===== src/rtl/param_fifo_if.sv =====
// Bus bundle for param_fifo: request/data inputs and status/data outputs.
// The master modport drives requests; the slave modport is the FIFO side.
interface param_fifo_if #(
  parameter int unsigned DATAW = 128,
  parameter int unsigned DEPTH = 8
);
  localparam int unsigned CNTW = $clog2(DEPTH + 1);

  logic             w;
  logic             r;
  logic             clr_err;
  logic [DATAW-1:0] data_in;
  logic [DATAW-1:0] data_out;
  logic             full;
  logic             empty;
  logic             almost_full;
  logic             almost_empty;
  logic [CNTW-1:0]  count;
  logic             overflow;
  logic             underflow;

  modport master (
    output w, r, clr_err, data_in,
    input  data_out, full, empty, almost_full, almost_empty, count,
           overflow, underflow
  );

  modport slave (
    input  w, r, clr_err, data_in,
    output data_out, full, empty, almost_full, almost_empty, count,
           overflow, underflow
  );
endinterface


===== src/rtl/param_fifo.sv =====
// Parameterised synchronous FIFO with registered occupancy flags and sticky
// overflow/underflow errors. DEPTH need not be a power of two.
// Optional macro PARAM_FIFO_FWFT_EN selects first-word-fall-through output;
// default build uses a registered read with one cycle of latency.
module param_fifo #(
  parameter int unsigned DATAW     = 128,
  parameter int unsigned DEPTH     = 8,
  parameter int unsigned AF_THRESH = 6,
  parameter int unsigned AE_THRESH = 2
) (
  input logic           clk,
  input logic           rst,
  param_fifo_if.slave   bus
);

  localparam int unsigned CNTW = $clog2(DEPTH + 1);
  localparam int unsigned PTRW = (DEPTH > 1) ? $clog2(DEPTH) : 1;

  logic [DATAW-1:0] mem_q [DEPTH];

  logic [PTRW-1:0]  wr_ptr_q, wr_ptr_d;
  logic [PTRW-1:0]  rd_ptr_q, rd_ptr_d;
  logic [CNTW-1:0]  count_q, count_d;
  logic             full_q, full_d;
  logic             empty_q, empty_d;
  logic             af_q, af_d;
  logic             ae_q, ae_d;
  logic             overflow_q, overflow_d;
  logic             underflow_q, underflow_d;
  logic [DATAW-1:0] dout_q, dout_d;

  logic             wr_acc_c;
  logic             rd_acc_c;

  // Wrap a pointer at DEPTH-1 so non-power-of-two depths index correctly.
  function automatic logic [PTRW-1:0] ptr_inc(input logic [PTRW-1:0] p);
    return (p == PTRW'(DEPTH - 1)) ? '0 : p + PTRW'(1);
  endfunction

  // A write into a full FIFO is allowed only when a pop frees the slot.
  assign rd_acc_c = bus.r && !empty_q;
  assign wr_acc_c = bus.w && (!full_q || rd_acc_c);

  // Next-state for pointers, occupancy, flags, errors and read data.
  always_comb begin
    wr_ptr_d    = wr_ptr_q;
    rd_ptr_d    = rd_ptr_q;
    count_d     = count_q;
    dout_d      = dout_q;

    if (wr_acc_c) begin
      wr_ptr_d = ptr_inc(wr_ptr_q);
    end
    if (rd_acc_c) begin
      rd_ptr_d = ptr_inc(rd_ptr_q);
      dout_d   = mem_q[rd_ptr_q];
    end

    case ({wr_acc_c, rd_acc_c})
      2'b10:   count_d = count_q + CNTW'(1);
      2'b01:   count_d = count_q - CNTW'(1);
      default: count_d = count_q;
    endcase

    full_d  = (count_d == CNTW'(DEPTH));
    empty_d = (count_d == '0);
    af_d    = (count_d >= CNTW'(AF_THRESH));
    ae_d    = (count_d <= CNTW'(AE_THRESH));

    // A new error wins over a clear in the same cycle.
    overflow_d  = (overflow_q  && !bus.clr_err) || (bus.w && !wr_acc_c);
    underflow_d = (underflow_q && !bus.clr_err) || (bus.r && empty_q);
  end

  // Control state with asynchronous active-low reset.
  always_ff @(posedge clk or negedge rst) begin
    if (!rst) begin
      wr_ptr_q    <= '0;
      rd_ptr_q    <= '0;
      count_q     <= '0;
      full_q      <= 1'b0;
      empty_q     <= 1'b1;
      af_q        <= 1'b0;
      ae_q        <= 1'b1;
      overflow_q  <= 1'b0;
      underflow_q <= 1'b0;
      dout_q      <= '0;
    end else begin
      wr_ptr_q    <= wr_ptr_d;
      rd_ptr_q    <= rd_ptr_d;
      count_q     <= count_d;
      full_q      <= full_d;
      empty_q     <= empty_d;
      af_q        <= af_d;
      ae_q        <= ae_d;
      overflow_q  <= overflow_d;
      underflow_q <= underflow_d;
      dout_q      <= dout_d;
    end
  end

  // Storage array; contents are don't-care after reset.
  always_ff @(posedge clk) begin
    if (wr_acc_c) begin
      mem_q[wr_ptr_q] <= bus.data_in;
    end
  end

  assign bus.count        = count_q;
  assign bus.full         = full_q;
  assign bus.empty        = empty_q;
  assign bus.almost_full  = af_q;
  assign bus.almost_empty = ae_q;
  assign bus.overflow     = overflow_q;
  assign bus.underflow    = underflow_q;

`ifdef PARAM_FIFO_FWFT_EN
  // Head entry falls through; when empty, the last popped word is held.
  assign bus.data_out = empty_q ? dout_q : mem_q[rd_ptr_q];
`else
  // Popped word appears one cycle after the accepted read and is held.
  assign bus.data_out = dout_q;
`endif

endmodule


===== src/flat_wrapper.sv =====
// flat-port wrapper written by rule: the top's interface ports become plain ports
module param_fifo_flat 
#(
  parameter int unsigned DATAW     = 128,
  parameter int unsigned DEPTH     = 8,
  parameter int unsigned AF_THRESH = 6,
  parameter int unsigned AE_THRESH = 2
)
  (clk, rst, bus_w, bus_r, bus_clr_err, bus_data_in, bus_data_out, bus_full, bus_empty, bus_almost_full, bus_almost_empty, bus_count, bus_overflow, bus_underflow);
  param_fifo_if #(.DATAW(DATAW), .DEPTH(DEPTH)) bus_i ();
  input logic clk;
  input logic rst;
  input wire logic [$bits(bus_i.w)-1:0] bus_w;
  input wire logic [$bits(bus_i.r)-1:0] bus_r;
  input wire logic [$bits(bus_i.clr_err)-1:0] bus_clr_err;
  input wire logic [$bits(bus_i.data_in)-1:0] bus_data_in;
  output wire logic [$bits(bus_i.data_out)-1:0] bus_data_out;
  output wire logic [$bits(bus_i.full)-1:0] bus_full;
  output wire logic [$bits(bus_i.empty)-1:0] bus_empty;
  output wire logic [$bits(bus_i.almost_full)-1:0] bus_almost_full;
  output wire logic [$bits(bus_i.almost_empty)-1:0] bus_almost_empty;
  output wire logic [$bits(bus_i.count)-1:0] bus_count;
  output wire logic [$bits(bus_i.overflow)-1:0] bus_overflow;
  output wire logic [$bits(bus_i.underflow)-1:0] bus_underflow;
  assign bus_i.w = bus_w;
  assign bus_i.r = bus_r;
  assign bus_i.clr_err = bus_clr_err;
  assign bus_i.data_in = bus_data_in;
  assign bus_data_out = bus_i.data_out;
  assign bus_full = bus_i.full;
  assign bus_empty = bus_i.empty;
  assign bus_almost_full = bus_i.almost_full;
  assign bus_almost_empty = bus_i.almost_empty;
  assign bus_count = bus_i.count;
  assign bus_overflow = bus_i.overflow;
  assign bus_underflow = bus_i.underflow;
  param_fifo #(.DATAW(DATAW), .DEPTH(DEPTH), .AF_THRESH(AF_THRESH), .AE_THRESH(AE_THRESH)) u_core (.clk(clk), .rst(rst), .bus(bus_i));
endmodule

===== config.mk =====
export PLATFORM = sky130hd
export DESIGN_NAME = param_fifo_flat
export DESIGN_NICKNAME = d
export VERILOG_FILES = /design/src/rtl/param_fifo_if.sv /design/src/rtl/param_fifo.sv /design/src/flat_wrapper.sv
export SDC_FILE = /design/constraint.sdc
export NUM_CORES = 1
export LEC_CHECK = 0
export CORE_MARGIN = 5
export CORE_UTILIZATION = 59
export CTS_CLUSTER_DIAMETER = 100
export CTS_CLUSTER_SIZE = 30
export DETAILED_ROUTE_END_ITERATION = 10
export PLACE_DENSITY = 0.83
export REMOVE_ABC_BUFFERS = 1
export SETUP_SLACK_MARGIN = 0.15
export SYNTH_ARGS = -nofsm -noshare
export SYNTH_HDL_FRONTEND = slang
export SYNTH_SLANG_ARGS = --single-unit

===== constraint.sdc =====
create_clock -name clk -period 18.4 [get_ports clk]
set_input_delay 4.6 -clock clk [delete_from_list [all_inputs] [get_ports clk]]
set_output_delay 4.6 -clock clk [all_outputs]
set_load 0.03 [all_outputs]

Yosys cells after proc, flatten, opt, wreduce, memory -nomap -nowiden:

Memories as Yosys holds them, arrays and structs flattened. A register that Yosys moved wholly into a read port is not among the register bits.
Cells that the tools add are included.

* register bits: 16
* memory bits (writable): 1024
* input bits: 133
* output and inout bits: 138
* word-level logic and storage cells: 41
* memories: 1

Memories
* u_core.mem_q: words 8, bits a word 128, read ports 1, clocked after Yosys merged registers in 1, write ports 1, RTL line param_fifo.sv:19 `logic [DATAW-1:0] mem_q [DEPTH];`

* add/subtract/negate cells: 4
* magnitude comparators: 2
* equality and inequality tests: 5
* multiplexer cells: 5
* reduce and logical (&&, ||, !) cells: 15

Operators with widths (count)
* $pmux 4 s2: 1
* $add 3x1->3 const B: 2
* $eq 3x3->1 const B: 2
* $logic_and 1x1->1: 6
* $mux 3: 2
* $logic_not 1->1: 5
* $add 4x1->4 const B: 1
* $eq 4x4->1 const B: 1
* $ge 4x3->1 const B: 1
* $le 4x2->1 const B: 1
* $logic_not 4->1: 1
* $sub 4x1->4 const B: 1
* $logic_or 1x1->1: 3
* $eq 2x1->1 const B: 1
* $eq 2x2->1 const B: 1
* $mux 1: 2

Depth between registers and ports, before layout:

* depth in word-level cells: 7
* gate-level depth with buffers: 12
* mapped depth without buffers: 11

Worst setup path after synthesis:

No wires, ideal clock.

* path kind: input to register
* start: input bus_r
* end: memory u_core.mem_q[0][0] (enable)
* library setup time: 928 ps
* data arrival time: 17142 ps
* required time: 17472 ps
* slack: 330 ps
* stages on the path: 5
* buffers on the path: 1
* cell sequence: nand2b_1 buf_2 inv_1 o21ai_2 nor4_1

* word-level cells in the longest chain between the ends: 5

RTL lines
* from (decl): RTL line flat_wrapper.sv:14 `input wire logic [$bits(bus_i.r)-1:0] bus_r;`
* $logic_and 1x1->1: RTL line param_fifo.sv:41 `assign rd_acc_c = bus.r && !empty_q;`
* named net u_core.rd_acc_c: RTL line param_fifo.sv:33 `logic rd_acc_c;`
* $logic_or 1x1->1: RTL line param_fifo.sv:42 `assign wr_acc_c = bus.w && (!full_q || rd_acc_c);`
* $logic_and 1x1->1: RTL line param_fifo.sv:42
* $mux 1: RTL line param_fifo.sv:104 `if (wr_acc_c) begin`
* $mux 1 (implied by the code): RTL line param_fifo.sv:105 `mem_q[wr_ptr_q] <= bus.data_in;`
* to (decl): RTL line param_fifo.sv:19

The timed path passes the listed nets, and every way through them passes these cells.

Final worst setup path:

* start: input bus_r
* end: memory u_core.mem_q[3][36] (enable)

Same word-level chain as after synthesis.

==> out/qor.log <==
INFO  synth          syn_inst=2,001
INFO  drt            drt-pass1-iter-count=7
INFO  place          numPortBuffers=270
INFO  drt            routed_wl=86,800microns
INFO  timing         timing.final.hold_violations=0
INFO  timing         final_report_setup_violation_count=0
INFO  cts            clock-root-buffer=clkbuf_16
INFO  timing         tns=0ns
INFO  timing         post-route-period-util=46.4%
INFO  setup_path     critical_path_arrival=8.78ns
INFO  cts            numClockSinks=1,168
INFO  timing         layout_min_cycle_time=8.53ns
INFO  cts            cts_post_setup_buffers_inserted=0
INFO  cts            number_of_buffers_added_by_the_clock_tree_synthesis_step=45
INFO  global_route   met2_usage=35.8%
INFO  cts            cts.hold.buffers_added=0
INFO  setup_path     critical_path_class=primary input to flip-flop
INFO  synth          post_synth_num_cell_types=43
INFO  global_route   global_route.usage.met1=31.7%
INFO  cts            cts_resized=0
INFO  global_route   grt_start_max_net_pins=129
INFO  floorplanning  core.rowCount=99
INFO  floorplanning  die-area=0.0798sqmm
INFO  drt            drtAntennaViolNets=0
INFO  cts            worst_skew_pair.late_latency=0.65ns
INFO  cells_and_area layout-drive-gt1-share=15.3%
INFO  setup_path     cp_max_fo=59
INFO  timing         rsz0062_at_grt=no
INFO  global_route   global_route_hottest_layer=met2
INFO  place          sum_of_net_half_perimeters_after_detailed_placement=46,900microns
INFO  global_route   first_pass_grt_wire_length=131,000microns
INFO  place          numPlacedInstances=3,145
INFO  synth          ys_seq_elements=1,168
INFO  timing         timing.slew.headroom=22.0%
INFO  cts            clock_path_buffers=3
INFO  cells_and_area mostFrequentLayoutCell=edfxtp_1
INFO  timing         clock-skew-final=0.0363ns
INFO  global_route   grt_pass1_vias=20,600
INFO  cells_and_area most-common-layout-cells=edfxtp_1 (1,024), clkdlybuf4s50_1 (269), mux4_2 (256), nand2_1 (139), dfrtp_1 (139)
INFO  cts            cts-htree-levels=2
INFO  cells_and_area final_cells=3,241
INFO  setup_path     worst-endpoint-required=18.65ns
INFO  timing         tightest_slew=1.17ns
INFO  drt            vias=20,000
INFO  power_and_ir_drop power_density=149mW/mm^2
INFO  cells_and_area fin_nets=2,373
INFO  place          gp_congestion=0.764
INFO  job            max_cap_violations=0
INFO  global_route   grt_antenna_before_repair=21
INFO  setup_path     crit_path_start_kind=primary input
INFO  floorplanning  floorplan.io_pins=271
INFO  drt            average_routed_wire_per_standard_cell=26.8microns
INFO  synth          synthesis.yosys.warnings=0
INFO  drt            per_cell_via_count_in_the_routed_design=6.18
INFO  min_path       timing.hold.worst.class=flip-flop to flip-flop
INFO  floorplanning  fp.dieH=282microns
INFO  floorplanning  core_region_area=0.0733sqmm
INFO  timing         report.final.slew_viol_count=0
INFO  global_route   grt_overflow_total=0
INFO  power_and_ir_drop peakVddDrop=0.000156V
INFO  synth          netlist_area=0.0438sqmm
INFO  power_and_ir_drop leakagePower=15.7nW
INFO  cts            clk_pin_slew=0.10ns
INFO  setup_path     critical_path.endpoint_type=flip-flop
INFO  drt            number_of_drc_violations_after_detailed_routing_iteration_0=2,066
INFO  floorplanning  chip_width=282microns
INFO  status         outcome=finished, final reports clean
INFO  cells_and_area area_growth=11.3%
INFO  global_route   grt_use_total=22.0%
INFO  timing         fmax=117MHz
INFO  global_route   grt_util_met3=4.77%
INFO  cts            tritoncts=done
INFO  synth          syn_area_per_cell=21.9squm
INFO  synth          ys_seq_area_share=78.5%
INFO  floorplanning  floorplan.initialDensity=59.7%
INFO  drt            detail_route.drc_violations=0
metal layers:
metal  wire, microns  vias to the layer above
met1           34900                    10600
met3            6270                      130
met5             129                        -
met2           43800                      699
met4            1730                       20
li1                -                     8579
where the power goes:
part | internal, mW | total [mW] | switching, mW | leakage [nW]
registers | 3.40 | 3.64 | 0.246 | 11.1
logic | 1.05 | 2.36 | 1.31 | 3.97
clock network | 0.488 | 1.23 | 0.745 | 0.638
layout make-up:
class                   instances  area (sq um)
flip-flops and latches       1168         34400
fillers                      4518         24600
multi-input cells             719          8770
repair buffers                291          2970
clock buffers                  79          1270
well taps                     959          1200
clock inverters                 5          78.8
inverters                       8          30.0
diodes                         12          30.0
metrics by stage:
stage                     hold WS [ns]  total power [mW]  setup WS [ns]  utilization, %  cell area [sq um]
after floorplan                  0.546              5.76          -3.67               -              43100
after global placement           0.466              6.02           9.28            64.6              47300
after detailed placement         0.475              6.10           9.21            64.6              47300
after CTS                        0.499              7.31           9.85            66.4              48700
after global routing             0.517              7.59           9.68            66.4              48700
final                            0.495              7.24           9.87            66.4              48700
cells in the mapped netlist (all sizes together):
| library cell | n | share of area [%] |
|---|---|---|
| or3 | 1 | 0.014 |
| ha | 7 | 0.20 |
| clkbuf | 34 | 0.29 |
| mux2i | 131 | 3.0 |
| nor2 | 5 | 0.043 |
| mux4 | 256 | 13 |
| a21o | 3 | 0.051 |
| dfstp | 2 | 0.12 |
| a211oi | 3 | 0.063 |
| nor4b | 2 | 0.054 |
| o22ai | 1 | 0.014 |
| nand2b | 6 | 0.086 |
| nor4bb | 1 | 0.023 |
| buf | 72 | 1.3 |
| nor3 | 6 | 0.069 |
| nand3b | 1 | 0.017 |
| nor2b | 3 | 0.043 |
| nand2 | 139 | 1.2 |
| xnor2 | 1 | 0.020 |
| inv | 8 | 0.069 |
| and3b | 1 | 0.020 |
| a21oi | 2 | 0.023 |
| o21ai | 136 | 1.6 |
| and3 | 1 | 0.014 |
| edfxtp | 1024 | 70 |
| nor3b | 1 | 0.017 |
| xor2 | 2 | 0.040 |
| and4b | 1 | 0.023 |
| a221oi | 1 | 0.020 |
| nand3 | 3 | 0.034 |
| dfrtp | 142 | 8.1 |
| nor4 | 1 | 0.014 |
| o211ai | 3 | 0.051 |
| mux2 | 1 | 0.026 |
critical path: stages:
cell and delay (ns):
clkdlybuf4s50_1 0.54, nand2b_4 0.38, inv_1 0.32, o211ai_1 0.33, nor2_4 0.83, buf_4 0.92, buf_4 0.79
flip-flops by register name, indices dropped and copies added (netlist names), 3 cells and up:
name / flops
u_core.bus.count: 4
u_core.mem_q: 1024
u_core.bus.data_out: 128
u_core.wr_ptr_q: 3
u_core.rd_ptr_q: 3
final timing paths:
kind | startpoint | depth (start not counted) | slack, ns | to
worst max-delay path | bus_r | 7 | 9.87 | u_core.mem_q[3][36]$_DFFE_PP_
worst min-delay path | u_core.bus.data_out[53]$_DFFE_PN0P_ | 2 | 0.50 | u_core.bus.data_out[53]$_DFFE_PN0P_
worst max register to register | u_core.bus.empty$_DFF_PN1_ | 6 | 13.93 | u_core.mem_q[3][36]$_DFFE_PP_
worst min register to register | u_core.bus.data_out[53]$_DFFE_PN0P_ | 2 | 0.50 | u_core.bus.data_out[53]$_DFFE_PN0P_
max in group asynchronous | rst | 3 | 12.43 | u_core.rd_ptr_q[2]$_DFFE_PN0P_
min in group asynchronous | rst | 1 | 3.84 | u_core.bus.data_out[28]$_DFFE_PN0P_
kinds of logic (layout without fill, tap and decap cells):
kind of cell | after synthesis | after routing | synth area share (%)
XOR/XNOR | 3 | 3 | 0.0600
AND/OR/NAND/NOR | 172 | 172 | 1.66
adder cells (fa/ha/maj) | 7 | 7 | 0.200
buffers and inverters | 114 | 383 | 1.65
other | 0 | 12 | 0
multiplexers | 388 | 388 | 16.2
AO/OA/AOI/OAI | 149 | 149 | 1.79
flip-flops | 1168 | 1168 | 78.5
(Power assumes the default switching activity.)
